$ cat src/rtl/frame_scanout_reader.sv
// Avalon-MM burst-read master that streams one frame buffer from SDRAM into a word FIFO
// and presents it as a valid/ready pixel-word stream, restarting on every frame_start.
module frame_scanout_reader #(
    parameter int unsigned FRAME_WORDS = 153600,
    parameter int unsigned BURST_LEN   = 16,
    parameter int unsigned FIFO_DEPTH  = 64
) (
    input  logic        clk,
    input  logic        reset,
    input  logic [31:0] frame_address,
    input  logic        frame_start,
    output logic [31:0] avalon_master_address,
    output logic [4:0]  avalon_master_burstcount,
    output logic [3:0]  avalon_master_byteenable,
    output logic        avalon_master_read,
    input  logic [31:0] avalon_master_readdata,
    input  logic        avalon_master_readdatavalid,
    input  logic        avalon_master_waitrequest,
    output logic [31:0] pix_data,
    output logic        pix_valid,
    input  logic        pix_ready,
    output logic        pix_sof,
    output logic        underflow,
    output logic        frame_done
);

    localparam int unsigned PTR_W  = $clog2(FIFO_DEPTH);
    localparam int unsigned FCNT_W = PTR_W + 1;

    localparam logic [1:0] S_IDLE    = 2'd0;
    localparam logic [1:0] S_ISSUE   = 2'd1;
    localparam logic [1:0] S_RECEIVE = 2'd2;
    localparam logic [1:0] S_DRAIN   = 2'd3;

    logic [1:0]        state, state_n;
    logic [31:0]       base, base_n;
    logic [31:0]       issued, issued_n;
    logic [31:0]       received, received_n;
    logic [31:0]       popped, popped_n;
    logic [4:0]        beats_left, beats_n;
    logic              read_n, done_n;
    logic [31:0]       addr_n;
    logic [4:0]        bc_n;
    logic              beat, push, pop;
    logic [4:0]        outstanding;
    logic              can_issue;
    logic [31:0]       next_addr;
    logic [4:0]        next_bc, first_bc;

    logic [31:0]       mem_data [FIFO_DEPTH];
    logic              mem_sof  [FIFO_DEPTH];
    logic [PTR_W-1:0]  wr_ptr, wr_n, rd_ptr, rd_n;
    logic [FCNT_W-1:0] fifo_count, cnt_n;
    logic              valid_n, sof_n, sof_armed, sof_arm_n;
    logic [31:0]       data_n;
    logic              active, active_n, underflow_n;

    // Words in the next burst: a full burst, or whatever is left of the frame.
    function automatic logic [4:0] burst_size(input logic [31:0] done_words);
        logic [31:0] rem;
        rem = 32'(FRAME_WORDS) - done_words;
        burst_size = (rem < 32'(BURST_LEN)) ? rem[4:0] : 5'(BURST_LEN);
    endfunction

    assign avalon_master_byteenable = 4'hF;

    assign next_addr   = base + {issued[29:0], 2'b00};
    assign next_bc     = burst_size(issued);
    assign first_bc    = burst_size(32'd0);
    assign can_issue   = ((32'(FIFO_DEPTH) - 32'(fifo_count)) >= 32'(BURST_LEN)) &&
                         (issued < 32'(FRAME_WORDS));
    assign beat        = avalon_master_readdatavalid && (beats_left != 5'd0);
    assign outstanding = beats_left - 5'(beat);
    assign pop         = pix_valid && pix_ready;

    // Burst sequencing; frame_start overrides whatever the state was doing.
    always_comb begin
        state_n    = state;
        base_n     = base;
        issued_n   = issued;
        received_n = received;
        beats_n    = beats_left;
        read_n     = avalon_master_read;
        addr_n     = avalon_master_address;
        bc_n       = avalon_master_burstcount;
        done_n     = 1'b0;
        push       = 1'b0;
        case (state)
            S_ISSUE: begin
                if (!avalon_master_waitrequest) begin
                    read_n   = 1'b0;
                    issued_n = issued + 32'(avalon_master_burstcount);
                    beats_n  = avalon_master_burstcount;
                    state_n  = S_RECEIVE;
                end
            end
            S_RECEIVE: begin
                if (beats_left != 5'd0) begin
                    if (beat) begin
                        push       = 1'b1;
                        beats_n    = beats_left - 5'd1;
                        received_n = received + 32'd1;
                        if (received + 32'd1 == 32'(FRAME_WORDS)) begin
                            done_n  = 1'b1;
                            state_n = S_IDLE;
                        end
                    end
                end else if (can_issue) begin
                    state_n = S_ISSUE;
                    read_n  = 1'b1;
                    addr_n  = next_addr;
                    bc_n    = next_bc;
                end
            end
            S_DRAIN: begin
                if (beat) begin
                    beats_n = beats_left - 5'd1;
                    if (beats_left == 5'd1) begin
                        state_n = S_ISSUE;
                        read_n  = 1'b1;
                        addr_n  = next_addr;
                        bc_n    = next_bc;
                    end
                end
            end
            default: ;
        endcase
        if (frame_start) begin
            base_n     = frame_address;
            issued_n   = 32'd0;
            received_n = 32'd0;
            push       = 1'b0;
            done_n     = 1'b0;
            read_n     = 1'b0;
            if (state == S_ISSUE && !avalon_master_waitrequest) begin
                // The slave took the command this cycle, so its beats must be thrown away.
                state_n = S_DRAIN;
                beats_n = avalon_master_burstcount;
            end else if (state == S_ISSUE) begin
                state_n = S_RECEIVE;
                beats_n = 5'd0;
            end else if (outstanding != 5'd0) begin
                state_n = S_DRAIN;
                beats_n = outstanding;
            end else begin
                state_n = S_ISSUE;
                read_n  = 1'b1;
                addr_n  = frame_address;
                bc_n    = first_bc;
                beats_n = 5'd0;
            end
        end
    end

    always_ff @(posedge clk or posedge reset) begin
        if (reset) begin
            state                    <= S_IDLE;
            base                     <= 32'd0;
            issued                   <= 32'd0;
            received                 <= 32'd0;
            beats_left               <= 5'd0;
            avalon_master_read       <= 1'b0;
            avalon_master_address    <= 32'd0;
            avalon_master_burstcount <= 5'd0;
            frame_done               <= 1'b0;
        end else begin
            state                    <= state_n;
            base                     <= base_n;
            issued                   <= issued_n;
            received                 <= received_n;
            beats_left               <= beats_n;
            avalon_master_read       <= read_n;
            avalon_master_address    <= addr_n;
            avalon_master_burstcount <= bc_n;
            frame_done               <= done_n;
        end
    end

    // FIFO bookkeeping with a registered head word, plus underflow tracking.
    always_comb begin
        wr_n        = wr_ptr;
        rd_n        = rd_ptr;
        cnt_n       = fifo_count;
        valid_n     = pix_valid;
        data_n      = pix_data;
        sof_n       = pix_sof;
        sof_arm_n   = sof_armed;
        popped_n    = popped;
        active_n    = active;
        underflow_n = underflow;
        if (frame_start) begin
            wr_n        = '0;
            rd_n        = '0;
            cnt_n       = '0;
            valid_n     = 1'b0;
            sof_arm_n   = 1'b1;
            popped_n    = 32'd0;
            active_n    = 1'b1;
            underflow_n = 1'b0;
        end else begin
            if (push) begin
                wr_n      = wr_ptr + PTR_W'(1);
                sof_arm_n = 1'b0;
            end
            if (pop) begin
                rd_n     = rd_ptr + PTR_W'(1);
                popped_n = popped + 32'd1;
                if (popped + 32'd1 == 32'(FRAME_WORDS)) begin
                    active_n = 1'b0;
                end
            end
            cnt_n   = fifo_count + FCNT_W'(push) - FCNT_W'(pop);
            valid_n = (cnt_n != '0);
            // An incoming word becomes the head only if nothing older remains after the pop.
            if (fifo_count == FCNT_W'(pop)) begin
                if (push) begin
                    data_n = avalon_master_readdata;
                    sof_n  = sof_armed;
                end
            end else if (pop) begin
                data_n = mem_data[rd_n];
                sof_n  = mem_sof[rd_n];
            end
            if (pix_ready && !pix_valid && active) begin
                underflow_n = 1'b1;
            end
        end
    end

    always_ff @(posedge clk or posedge reset) begin
        if (reset) begin
            wr_ptr     <= '0;
            rd_ptr     <= '0;
            fifo_count <= '0;
            pix_valid  <= 1'b0;
            pix_data   <= 32'd0;
            pix_sof    <= 1'b0;
            sof_armed  <= 1'b0;
            popped     <= 32'd0;
            active     <= 1'b0;
            underflow  <= 1'b0;
        end else begin
            wr_ptr     <= wr_n;
            rd_ptr     <= rd_n;
            fifo_count <= cnt_n;
            pix_valid  <= valid_n;
            pix_data   <= data_n;
            pix_sof    <= sof_n;
            sof_armed  <= sof_arm_n;
            popped     <= popped_n;
            active     <= active_n;
            underflow  <= underflow_n;
        end
    end

    always_ff @(posedge clk) begin
        if (push) begin
            mem_data[wr_ptr] <= avalon_master_readdata;
            mem_sof[wr_ptr]  <= sof_armed;
        end
    end

endmodule

$ cat config.mk
export PLATFORM = sky130hd
export DESIGN_NAME = frame_scanout_reader
export DESIGN_NICKNAME = d
export VERILOG_FILES = /design/src/rtl/frame_scanout_reader.sv
export SDC_FILE = /design/constraint.sdc
export NUM_CORES = 2
export LEC_CHECK = 0
export ABC_CLOCK_PERIOD_IN_PS = 8700
export CAP_MARGIN = 40
export CORE_UTILIZATION = 58
export CTS_BUF_LIST = sky130_fd_sc_hd__clkbuf_8
export DETAILED_ROUTE_END_ITERATION = 12
export GPL_TIMING_DRIVEN = 0
export PLACE_DENSITY = 0.81
export REMOVE_ABC_BUFFERS = 1
export SETUP_SLACK_MARGIN = 0.3
export SLEW_MARGIN = 15
export SYNTH_ARGS = -nofsm -noshare
export SYNTH_HDL_FRONTEND = slang
export SYNTH_SLANG_ARGS = --single-unit
$ cat constraint.sdc
create_clock -name clk -period 8.7 [get_ports clk]
set_input_delay 1.305 -clock clk [delete_from_list [all_inputs] [get_ports clk]]
set_output_delay 1.305 -clock clk [all_outputs]
set_load 0.02 [all_outputs]
==> run metrics <==
pin count of the biggest net entering global routing=112; worst path required time=9.61 ns; weighted congestion at the end of routability-driven global placement=0.8582; highest-count cells in the layout ignoring fill and taps=2,112 x edfxtp_1, 529 x nand2_1, 528 x mux4_2; Resized Gates After CTS=0; clock edge transition at the registers on the reported setup and hold paths=0.06 ns; RSZ-0062 raised after global routing=false; Post-Syn Area per Cell=17.86 µm²; r2r startpoint=pix_valid; Total Wirelength=275,200 µm; starting utilization of the core area=58.69%; area of the core region=161,100 µm²; Most used DFF post-synth=edfxtp_1; Warnings, synthesis=0; total power=25.81 mW; count of flip-flops with a built-in enable after synthesis=2,112; cell leakage power=37.52 nW; CTS H-tree lvls=5; vias in the first global route=a little under 60,000; logic depth of the worst setup path including buffers=23; Slew HR=33.51%; slowest stage cell on the critical path=a31oi_1; gate family responsible for the most delay along the worst path=buffers and inverters; fin crit share=77.04%; Slew Viols, Final=0; area share of the largest cell type after synthesis=67.07%; Clock Skew=0.09972 ns; post-synthesis simple-gate area fraction=between 6 and 7%; clock latency on the worst-skew pair=1.09 ns; maximum clock frequency=between 100 and 150 MHz; vias per cell=6.944; dpl ws=0.8764 ns; number of setup violations in the final report=0; DRC violations left=0; CTS tree=yes; library cell used as clock root buffer=clkbuf_8; global routing usage summed across all routing layers=around 33%; total die area=164,700 µm²; startpoint types=input pin; Cell Chain, Critical Path=clkdlybuf4s50_1 > nand2_1 > inv_2 > xnor2_2 > buf_8 > buf_6 > buf_8 > buf_8 > buf_8 > buf_6 > buf_6 > buf_8 > buf_6 > buf_8 > buf_6 > buf_6 > buf_6 > buf_8 > mux4_2 > nand2_1 > nand3_1 > a31oi_1 > nor4_1; data arrival at the endpoint of the critical path=7.62 ns; hold-fix buffers at CTS=0; hold_sp=avalon_master_address[23]; sequential cell area fraction in the yosys report=73.15%; DIE HEIGHT=~410 µm; average wire per standard cell=33.23 µm; number of port buffers=143; register bit count reported by yosys=between 2,000 and 2,500; transition time of the tightest slew-check pin=between 0.9 and 1 ns; fraction of synthesis flops using an asynchronous set or reset pin=9.821%; length of the first detailed-routing pass in iterations=10; post-placement cell count=7,609; area fraction in compound gates after synthesis=2.894%; via count=57,510; number of non-filler instances in the completed layout=8,282; Die Span X=between 400 and 500 µm; number of stages on the worst hold path=2; HPWL after detailed placement=164,600 µm; commonest non-fill, non-tap cell in the layout=edfxtp_1; Worst Setup Slack, final=1.998 ns; main combinational cell family by area after synthesis=multiplexers; category of the critical setup timing path=input pin to register; Area contributors post-synth=edfxtp_1 67%, mux4_2 13%, dfrtp_1 6.1%; Synth-to-Final Area Change=17.23%; hold-critical path endpoint=avalon_master_address[23]; highest net fanout along the worst path=19; Bufs and invs on worst path=16; netlist area before placement=94,570 µm²; r2r setup slk=2.31 ns; I/O pin count=148; type of the tightest min-delay check=register to register; Reg2Reg Depth=22; Post-Synth Adder-Cell Area=less than 1%; total clock sinks=2,342; XOR/XNOR share of the synthesized area=1.371%; power density relative to cell area=232.8 nW/µm²; number of buffers inserted by post-CTS setup repair=0; row count=147; distinct cell type count after synthesis=74; worst hold slack after final layout=between 0.5 and 0.6 ns; Peak supply drop=0.1733 mV; Max-cap violations=0; number of antenna violations at the first check in global routing=24; wire length of the first global-routing pass=387,600 µm; synthesized instance count=5,294; fraction of layout instances using a drive strength above 1=24.41%; mux share of post-synthesis cell area=~14%; minimum clock period after layout=6.702 ns; largest area contributor in the netlist=edfxtp_1; max incr delay on CP=0.77 ns; nets=~6,000; Iter 0 DRT Violations=10,050; GRT Residual Overflow=0; final sum of negative setup slack=0 ns; FF-to-FF End=pix_data[20]; result of the run=complete, no violations; total CTS buffers=371; number of nets with antenna violations after routing=0; kind of capture point of the worst setup path=register; maximum root-to-sink buffer count=4; Fin. Hold Viols=0
-- state kept, by name, summed over array words and instances, names as in the netlist --
| signal | count |
|---|---|
| active | 1 |
| avalon_master_address | 32 |
| avalon_master_burstcount | 5 |
| avalon_master_read | 1 |
| base | 32 |
| beats_left | 5 |
| fifo_count | 7 |
| frame_done | 1 |
| issued | 32 |
| mem_data | 2048 |
| mem_sof | 64 |
| pix_data | 32 |
| pix_sof | 1 |
| pix_valid | 1 |
| popped | 32 |
| rd_ptr | 6 |
| received | 32 |
| sof_armed | 1 |
| state | 2 |
| underflow | 1 |
| wr_ptr | 6 |
-- through the flow --
| stage | cell area, µm² | util [%] |
|---|---|---|
| 6_report | 110900 | 68.80 |
| 5_1_grt | 110800 | 68.79 |
| 4_1_cts | 110600 | 68.66 |
| 3_5_place_dp | 103900 | 64.47 |
| 3_3_place_gp | 97440 | 60.48 |
| 2_1_floorplan | 93310 | - |
-- final cells by class --
class | count | area, µm²
flip-flops and latches | 2342 | 69180
fillers | 9057 | 50260
multi-input cells | 2607 | 24600
repair buffers | 481 | 7463
clock buffers | 400 | 5505
well taps | 2160 | 2703
clock inverters | 245 | 1236
inverters | 33 | 131.4
diodes | 14 | 35.03
-- how the worst max path moves through the flow --
stage	start	end	slack (ns)
floorplan	pix_ready	pix_data[10]	-45.03
global placement	pix_ready	pix_data[17]	-69.22
detailed placement	pix_ready	pix_data[5]	0.88
CTS	pix_ready	pix_data[5]	1.98
global route	pix_ready	pix_data[20]	1.74
finish	pix_ready	pix_data[20]	2.00
-- cells by family after synthesis --
family                     count (synthesis)
DFF                                     2342
and+or+nand+nor                         1346
muxes                                    642
AOI/OAI and AO/OA                        405
buffers and inverters                    348
xor gates and xnor gates                 148
adders and majority gates                 62
other                                      1
-- routing by layer --
metal	part of all wire, %	vias up	global-route usage, %
met4	6.9	6	19.17
met2	46	5604	51.01
met3	15	1247	9.820
met5	0.018	-	0
li1	-	22240	-
met1	32	28410	42.18
-- report_power, final --
part | switching [mW] | total (mW) | internal [mW]
Combinational | 2.22 | 4.20 | 1.98
Sequential | 0.237 | 12.7 | 12.5
Clock | 4.39 | 8.88 | 4.48
Total | 6.85 | 25.8 | 19.0
-- Yosys cell counts, drive strengths merged, types with 5 or more instances --
master and instances:
o21a 8, a211oi 10, edfxtp 2112, nor2 315, mux2 37, a221oi 23
nand3 196, dfrtp 230, nor4 57, buf 93, ha 59, mux2i 77
mux4 528, a32oi 69, xor2 81, o211ai 6, or2 7, nor3 74
inv 33, nand3b 10, a31oi 81, nand2 530, and4 8, or4 6
nand4 42, o21bai 5, and3 25, clkbuf 222, nand2b 14, o22ai 8
nor2b 16, xnor2 67, a21oi 77, and2 10, o21ai 64, or3 19
a21o 16, a22o 7
-- worst register-to-register path, cell delays in order, from the launching register on --
cell	delay, ns
dfrtp_1	0.40
nand2_1	0.45
inv_2	0.40
xnor2_2	0.62
buf_8	0.25
buf_6	0.20
buf_8	0.18
buf_8	0.17
buf_8	0.19
buf_6	0.20
buf_6	0.22
buf_8	0.20
buf_6	0.20
buf_8	0.18
buf_6	0.21
buf_6	0.21
buf_6	0.20
buf_8	0.18
mux4_2	0.55
nand2_1	0.10
nand3_1	0.09
a31oi_1	0.77
nor4_1	0.13
Power figures use the tool's default switching activity.
